==> config.mk <==
export PLATFORM = sky130hd
export DESIGN_NAME = status_flags
export DESIGN_NICKNAME = d
export VERILOG_FILES = /design/src/rtl/status_flags.sv
export SDC_FILE = /design/constraint.sdc
export NUM_CORES = 1
export LEC_CHECK = 0
export ABC_CLOCK_PERIOD_IN_PS = 3250
export CELL_PAD_IN_SITES_DETAIL_PLACEMENT = 1
export CELL_PAD_IN_SITES_GLOBAL_PLACEMENT = 1
export CORE_MARGIN = 3
export CORE_UTILIZATION = 33
export CTS_CLUSTER_SIZE = 8
export DETAILED_ROUTE_END_ITERATION = 8
export PLACE_DENSITY = 0.91
export SLEW_MARGIN = 10
export SYNTH_ARGS = -nofsm -noshare
export SYNTH_HDL_FRONTEND = slang
export SYNTH_SLANG_ARGS = --single-unit
==> constraint.sdc <==
create_clock -name CLK -period 3.25 [get_ports CLK]
set_clock_uncertainty 0.2 [all_clocks]
set_input_delay 0.65 -clock CLK [delete_from_list [all_inputs] [get_ports CLK]]
set_output_delay 0.65 -clock CLK [all_outputs]
set_load 0.1 [all_outputs]
==> src/rtl/status_flags.sv <==
// Processor status register {N,V,M,X,D,I,Z,C} plus the emulation flag, with ALU-flag, mask and mode-switch updates.
// P/E/XH_CLR change one edge after an enabled op; M16, X16 and P_PUSH are combinational from the registered state.
module status_flags #(
  parameter logic [7:0] RESET_P = 8'h34
) (
  input  logic       CLK,
  input  logic       RST,
  input  logic       EN,
  input  logic [3:0] P_OP,
  input  logic [7:0] DI,
  input  logic [2:0] FLG_SEL,
  input  logic       FLG_VAL,
  input  logic       B_IN,
  input  logic       CO,
  input  logic       VO,
  input  logic       SO,
  input  logic       ZO,
  output logic [7:0] P,
  output logic       E,
  output logic       M16,
  output logic       X16,
  output logic [7:0] P_PUSH,
  output logic       XH_CLR
);

  typedef enum logic [3:0] {
    OP_HOLD   = 4'd0,
    OP_NZ     = 4'd1,
    OP_NZC    = 4'd2,
    OP_NZCV   = 4'd3,
    OP_Z      = 4'd4,
    OP_NVZ    = 4'd5,
    OP_SEP    = 4'd6,
    OP_REP    = 4'd7,
    OP_PLP    = 4'd8,
    OP_FLG    = 4'd9,
    OP_XCE    = 4'd10,
    OP_INT    = 4'd11
  } op_e;

  localparam int unsigned BN = 7;
  localparam int unsigned BV = 6;
  localparam int unsigned BM = 5;
  localparam int unsigned BX = 4;
  localparam int unsigned BD = 3;
  localparam int unsigned BI = 2;
  localparam int unsigned BZ = 1;
  localparam int unsigned BC = 0;

  logic [7:0] p_q;
  logic [7:0] p_nxt;
  logic       e_q;
  logic       e_nxt;
  logic       xh_q;
  logic       upd;
  logic       x_rise;
  op_e        op;

  assign op = op_e'(P_OP);

  always_comb begin
    p_nxt = p_q;
    e_nxt = e_q;
    upd   = 1'b0;
    if (EN) begin
      upd = 1'b1;
      case (op)
        OP_NZ: begin
          p_nxt[BN] = SO;
          p_nxt[BZ] = ZO;
        end
        OP_NZC: begin
          p_nxt[BN] = SO;
          p_nxt[BZ] = ZO;
          p_nxt[BC] = CO;
        end
        OP_NZCV: begin
          p_nxt[BN] = SO;
          p_nxt[BZ] = ZO;
          p_nxt[BC] = CO;
          p_nxt[BV] = VO;
        end
        OP_Z: p_nxt[BZ] = ZO;
        OP_NVZ: begin
          p_nxt[BN] = SO;
          p_nxt[BV] = VO;
          p_nxt[BZ] = ZO;
        end
        OP_SEP: p_nxt = p_q | DI;
        OP_REP: p_nxt = p_q & ~DI;
        OP_PLP: p_nxt = DI;
        OP_FLG: p_nxt[FLG_SEL] = FLG_VAL;
        OP_XCE: begin
          p_nxt[BC] = e_q;
          e_nxt     = p_q[BC];
        end
        OP_INT: begin
          p_nxt[BI] = 1'b1;
          p_nxt[BD] = 1'b0;
        end
        default: upd = 1'b0;
      endcase
      // Emulation mode pins the register widths to 8 bits no matter what was written.
      if (upd && e_nxt) begin
        p_nxt[BM] = 1'b1;
        p_nxt[BX] = 1'b1;
      end
    end
  end

  // Narrowing the index registers must also drop their high bytes, one cycle later.
  assign x_rise = ~p_q[BX] & p_nxt[BX];

  always_ff @(posedge CLK) begin
    if (RST) begin
      p_q  <= RESET_P;
      e_q  <= 1'b1;
      xh_q <= 1'b0;
    end else begin
      p_q  <= p_nxt;
      e_q  <= e_nxt;
      xh_q <= x_rise;
    end
  end

  assign P      = p_q;
  assign E      = e_q;
  assign M16    = ~p_q[BM];
  assign X16    = ~p_q[BX];
  assign XH_CLR = xh_q;
  assign P_PUSH = e_q ? {p_q[BN], p_q[BV], 1'b1, B_IN, p_q[BD], p_q[BI], p_q[BZ], p_q[BC]} : p_q;

endmodule

==> flow_summary.yaml, run 1 <==
synthesis:
  synth_top_family_by_area: "compound AO/OA/AOI/OAI gates"
  syn_avg_cell_area_sq_um: 7.19
  synthFlopType: "dfxtp_1"
  ys_seq_elements: 10
  synthMuxAreaShare_pct: 4.22
  yosysUniqueCellTypes: 48
  syn_area_sq_um: 1190
  synth-simple-area-share_pct: 31.9
  synthCells: 165
  synth_edf_count: 0
  syn_nets: 189
  yosys-top-cells-count: "17 x a21oi_1, 12 x o21ai_0, 11 x inv_1"
  synth_area_leaders: "dfxtp_1 17%, a21oi_1 7.2%, buf_4 5.7%, o21ai_0 5.1%, mux2i_1 4.2%"
  yosysSeqAreaShare_pct: 16.9
  synth_warnings: 0
  ys_async_sr_fraction_pct: 0
  synth.most_common_cell: "a21oi_1"
  synthXorXnorAreaFrac_pct: 0
  synth_area_leader_cell: "dfxtp_1"
  synth.top_cell.area_share_pct: 16.9
  synth_compound_area_share_pct: 33.2
  synth_fa_ha_area_share_pct: 0
timing:
  postLayoutSetupSlackWorst_ps: 581
  setup_viol_count_final: 0
  max_freq_ghz: 0.375
  fin_crit_ps: 2670
  rsz0062_at_grt: "false"
  max_slew.worst_pin.slew_ps: 621
  slew_viol_final: 0
  report.final.hold_viol_count: 0
  period_share_pct: 82.1
  slew_headroom_pct: 58.5
  final.setup.tns_ps: 0
setup_path:
  crit_arrival_ps: 2620
  worst_r2r_endpoint: "P[5]"
  cp-end-kind: "flop"
  critPathTopFamily: "buffers and inverters"
  cp-startpoint: "P_OP[1]"
  crit_slowest_cell: "clkdlybuf4s50_1"
  cp_max_fo: 17
  cp_data_required_time_ps: 3200
  cp.buffers_inverters: 1
  crit_type: "in -> reg"
  worst_path_largest_cell_delay_ps: 730
  crit_chain: "clkdlybuf4s50_1, nand4bb_1, a21oi_1, nor3_2, o31ai_1, a22oi_1"
  cp-endpoint: "P[2]"
  r2r-start: "P[0]"
  reg2regPathDepth: 5
  crit_cells: 6
  r2r_setup_slack_ps: 1540
  crit_path_start_kind: "input port"
route:
  drtPass1Iterations: 4
  wire_per_inst_microns: 17.0
  ant_nets: 0
  drc: 0
  avgViaCountPerCell: 5.70
  vias: 1380
  drtIter0Drc: 71
  wl_mm: 4.11
placement:
  port_buffers: 43
  dpl.hpwl_mm: 3.08
  place_congestion: 0.841
  dp_slack_ps: 310
floorplan:
  core.rowCount: 21
  dieArea_sq_um: 4350
  ioPinCount: 44
  start_util_pct: 35.0
  fp.dieH_microns: 66.0
  core_area_sq_um: 3390
  die_x_microns: 66.0
grt:
  grt_max_degree: 18
  grt_util_all_layers_pct: 20.2
  antenna_found_initial: 0
  grt_pass1_vias: 1439
  grtUsageMet1_pct: 24.8
  grt_overflow: 0
  grt_util_met2_pct: 34.7
  use_met3_pct: 3.40
  grt_pass1_wl_mm: 6.87
  busiest_layer: "met2"
clock_network:
  cts_buffer_depth: 2
  htree_num_levels: 1
  cts_setup_buffers: 0
  hold_buffers: 0
  cts_tree: "done"
  path_clk_slew_ps: 70
  numCtsBuffers: 3
  cts_resized: 0
  cts_sinks: 10
  insertion_delay_ps: 280
  cts-root-buf: "clkbuf_4"
finish:
  insertedDiodeCount: 0
  area.growth.synth_to_final_pct: 35.2
  drive_gt1_share_pct: 22.4
  multi_input_area_sq_um: 833
  nets: 221
  seq_area_sq_um: 201
  nFillCells: 440
flow_run:
  max-cap-violations: 0
power:
  vdd_ir_drop_max_v: 0.0000932
  power_density_nw_per_um2: 296
  p_leak_nw: 0.646
outcome:
  status: "completed"
hold_path:
  hold_class: "reg -> reg"
-- final cells by class --
class                           instances  area share [%]
Timing Repair Buffer                   48            26.8
Sequential cell                        10            12.6
Multi-Input combinational cell        123            52.0
Clock buffer                            4            2.26
Tap cell                               46            3.59
Inverter                               11            2.81
-- per-layer routing --
metal	vias up	share of wire, %
met2	50	50
met1	659	41
met5	-	0
met3	7	7.4
met4	0	1.7
li1	664	-
-- worst min-delay path by stage --
stage	start	endpoint	slack, ps	cells after the start
2_1_floorplan	P[4]	XH_CLR	640	2
6_report	P[3]	P[3]	290	2
5_1_grt	P[1]	P[1]	320	2
4_1_cts	P[3]	P[3]	300	2
3_5_place_dp	P[1]	P[1]	290	2
3_3_place_gp	P[1]	P[1]	280	2
-- cell families after synthesis --
family,after synthesis
AND/OR/NAND/NOR,60
AO/OA/AOI/OAI,58
buffers and inverters,32
flip-flops,10
multiplexers,5
-- worst min-delay path: stages (launching register included) --
cell and delay, ps:
dfxtp_1 320, inv_1 50, o32ai_1 70
-- flip-flops by register name, summed over array words and instances (netlist names) --
signal / flops
P: 8
E: 1
XH_CLR: 1
-- where the power goes --
group	total, mW	internal, mW	switching, mW	leakage, nW
clock network	0.124	0.0683	0.0556	0.0210
logic	0.218	0.0752	0.143	0.544
registers	0.133	0.127	0.00629	0.0809
total	0.476	0.271	0.205	0.646
-- through the flow --
stage | hold slack [ps] | cells | util, % | cell area [sq um] | power, mW
detailed placement | 288 | 238 | 46.3 | 1570 | 0.353
floorplan | 637 | 165 | - | 1200 | 0.289
CTS | 300 | 242 | 47.3 | 1600 | 0.476
global placement | 277 | 238 | 46.3 | 1570 | 0.348
finish | 293 | 242 | 47.3 | 1600 | 0.476
global route | 322 | 242 | 47.3 | 1600 | 0.499
-- layout by cell type, fill, tap and decap left out, types with 2 or more instances in the layout --
master / Yosys / layout
o21ai_1: 2 / 2
dfxtp_1: 10 / 9
o311ai_2: 2 / 2
a22oi_1: 2 / 2
nor2_1: 10 / 10
clkbuf_4: 0 / 3
nor3b_1: 3 / 3
buf_4: 9 / 24
nand2b_1: 3 / 3
o211ai_1: 2 / 2
nor3_1: 3 / 3
nor2b_1: 7 / 7
nor3_2: 2 / 2
nor4_1: 3 / 3
nand4_1: 2 / 2
and3b_1: 3 / 3
clkdlybuf4s50_1: 0 / 23
mux2i_1: 5 / 5
inv_1: 11 / 10
a21o_1: 2 / 2
o32ai_1: 2 / 2
nand3_1: 5 / 5
nand3b_1: 2 / 2
nand2_1: 7 / 7
a21oi_1: 17 / 17
o22ai_1: 6 / 6
o21ai_0: 12 / 11
Power figures use the tool's default switching activity.
==> run 2: changes to the inputs <==
--- a/config.mk
+++ b/config.mk
@@ -5,14 +5,14 @@
 export SDC_FILE = /design/constraint.sdc
 export NUM_CORES = 1
 export LEC_CHECK = 0
-export ABC_CLOCK_PERIOD_IN_PS = 3250
+export ABC_CLOCK_PERIOD_IN_PS = 2100
 export CELL_PAD_IN_SITES_DETAIL_PLACEMENT = 1
 export CELL_PAD_IN_SITES_GLOBAL_PLACEMENT = 1
 export CORE_MARGIN = 3
-export CORE_UTILIZATION = 33
+export CORE_UTILIZATION = 28
 export CTS_CLUSTER_SIZE = 8
 export DETAILED_ROUTE_END_ITERATION = 8
-export PLACE_DENSITY = 0.91
+export PLACE_DENSITY = 0.83
 export SLEW_MARGIN = 10
 export SYNTH_ARGS = -nofsm -noshare
 export SYNTH_HDL_FRONTEND = slang
==> constraint.sdc (replaced) <==
create_clock -name CLK -period 2.1 [get_ports CLK]
set_clock_uncertainty 0.2 [all_clocks]
set_input_delay 0.42 -clock CLK [delete_from_list [all_inputs] [get_ports CLK]]
set_output_delay 0.42 -clock CLK [all_outputs]
set_load 0.1 [all_outputs]
==> flow_summary.yaml, run 2 (same netlist as run 1, synthesis figures left out) <==
clock_network:
  path_clk_slew_ps: 60
  cts_sinks: 10
  cts_tree: "done"
  cts_buffer_depth: 2
  htree_num_levels: 1
  cts-root-buf: "clkbuf_8"
  hold_buffers: 0
  numCtsBuffers: 3
  insertion_delay_ps: 240
setup_path:
  crit_arrival_ps: 1970
  cp_max_fo: 3
  cp_data_required_time_ps: 2030
  cp.buffers_inverters: 2
  crit_path_start_kind: "input port"
  cp-startpoint: "P_OP[0]"
  crit_slowest_cell: "clkdlybuf4s50_1"
  crit_chain: "clkdlybuf4s50_1, buf_4, o311ai_2, o21ai_1, o311a_1"
  critPathTopFamily: "compound AO/OA/AOI/OAI gates"
  cp-end-kind: "flop"
  crit_type: "in -> reg"
  r2r-start: "E"
  worst_path_largest_cell_delay_ps: 470
timing:
  max_slew.worst_pin.slew_ps: 371
  slew_headroom_pct: 74.7
  max_freq_ghz: 0.490
  setup_viol_count_final: 0
  slew_viol_final: 0
  rsz0062_at_grt: "true"
  fin_crit_ps: 2040
  period_share_pct: 97.1
  postLayoutSetupSlackWorst_ps: 60.1
  report.final.hold_viol_count: 0
route:
  ant_nets: 0
  wire_per_inst_microns: 19.6
  avgViaCountPerCell: 5.66
  drc: 0
  drtPass1Iterations: 6
  vias: 1602
  drtIter0Drc: 110
  wl_mm: 5.53
outcome:
  status: "completed"
power:
  pwr-share-comb_pct: 48.9
  pwr-share-clk_pct: 28.5
  power_switching_mw: 0.367
  intPower_mw: 0.561
  p_leak_nw: 0.928
  finalPower_mw: 0.928
  vdd_ir_drop_max_v: 0.000190
  seqPwrFrac_pct: 22.5
  swShare_pct: 39.5
  power_density_nw_per_um2: 419
grt:
  grt_pass1_vias: 1731
  grt_pass1_wl_mm: 9.05
  antenna_found_initial: 0
  grt_util_all_layers_pct: 22.7
  grt_max_degree: 14
  grt_overflow: 0
finish:
  area.growth.synth_to_final_pct: 86.6
  insertedDiodeCount: 0
  nFillCells: 469
  largest_register_ff_count: 8
  multi_input_area_sq_um: 872
  fin_util_pct: 54.5
  drive_gt1_share_pct: 38.6
  seq_area_sq_um: 206
  nets: 258
  final_common_cell: "buf_4"
  final_cell_mix: "39 x buf_4, 22 x buf_12, 20 x clkdlybuf4s50_1, 16 x a21oi_1, 11 x o21ai_0"
placement:
  port_buffers: 43
  dpl.hpwl_mm: 3.65
  place_congestion: 0.945
  dp_slack_ps: -369
floorplan:
  die_x_microns: 71.1
  core.rowCount: 23
  fp.dieH_microns: 71.1
  core_area_sq_um: 4060
  dieArea_sq_um: 5050
  start_util_pct: 29.2
  ioPinCount: 44
hold_path:
  holdCritStartpoint: "P[1]"
  hold_class: "reg -> reg"
flow_run:
  max-cap-violations: 0
==> run 2: changes by cell type in the layout (fill, tap and decap cells not counted), sizes merged <==
cell,change
buf,+37
clkdlybuf4s15,+1
clkdlybuf4s50,-3
dlygate4sd2,+2
==> run 2: worst reg2reg max path: cells and delay by family (launching register included) <==
| kind | cells | cell delay (ps) |
|---|---|---|
| flops | 1 | 510 |
| compound gates | 3 | 490 |
| simple gates | 2 | 320 |
==> run 2: cell type report <==
class                      instances  area share (%)
clock buffer                       4            2.49
timing repair buffer              85            43.9
multi-input combinational        123            39.4
tap                               50            2.83
inverter                          11            2.04
sequential                        10            9.33
==> run 2: per-stage QoR <==
| step | cell area, sq um | hold WS [ps] | cells | setup TNS [ps] |
|---|---|---|---|---|
| detailed placement | 2080 | 372 | 273 | -2600 |
| CTS | 2180 | 377 | 282 | 0 |
| floorplan | 1210 | 422 | 165 | -358 |
| global placement | 2080 | 346 | 273 | -1780 |
| global route | 2210 | 420 | 283 | -25.8 |
| finish | 2210 | 366 | 283 | 0 |
==> run 2: worst paths after layout <==
check | to | slack, ps | depth (start not counted)
max reg2reg | P[4] | 510 | 5
min | P[1] | 370 | 2
max | XH_CLR | 60 | 5
min reg2reg | P[1] | 370 | 2
==> run 2: repair_timing <==
action | CTS | global route
resized for setup | 7 | 6
pin swaps | 6 | 2
buffers inserted | 5 | 1
setup endpoints to repair | 7 | 3
cloned | 0 | 0
endpoints found under the hold margin | 0 | 0
==> run 2: power by group through the flow <==
stage	registers (mW)	logic (mW)	clock network [mW]
3_5_place_dp	0.213	0.427	0
4_1_cts	0.209	0.444	0.266
3_3_place_gp	0.212	0.418	0
5_1_grt	0.210	0.477	0.275
2_1_floorplan	0.257	0.188	0
6_report	0.209	0.454	0.265
==> run 2: routing by layer <==
metal	global-route usage (%)	wire length, microns	up-vias
li1	-	-	741
met1	27.7	2370	767
met2	37.6	2640	66
met3	4.69	288	28
met4	11.7	236	0
met5	0	0	-
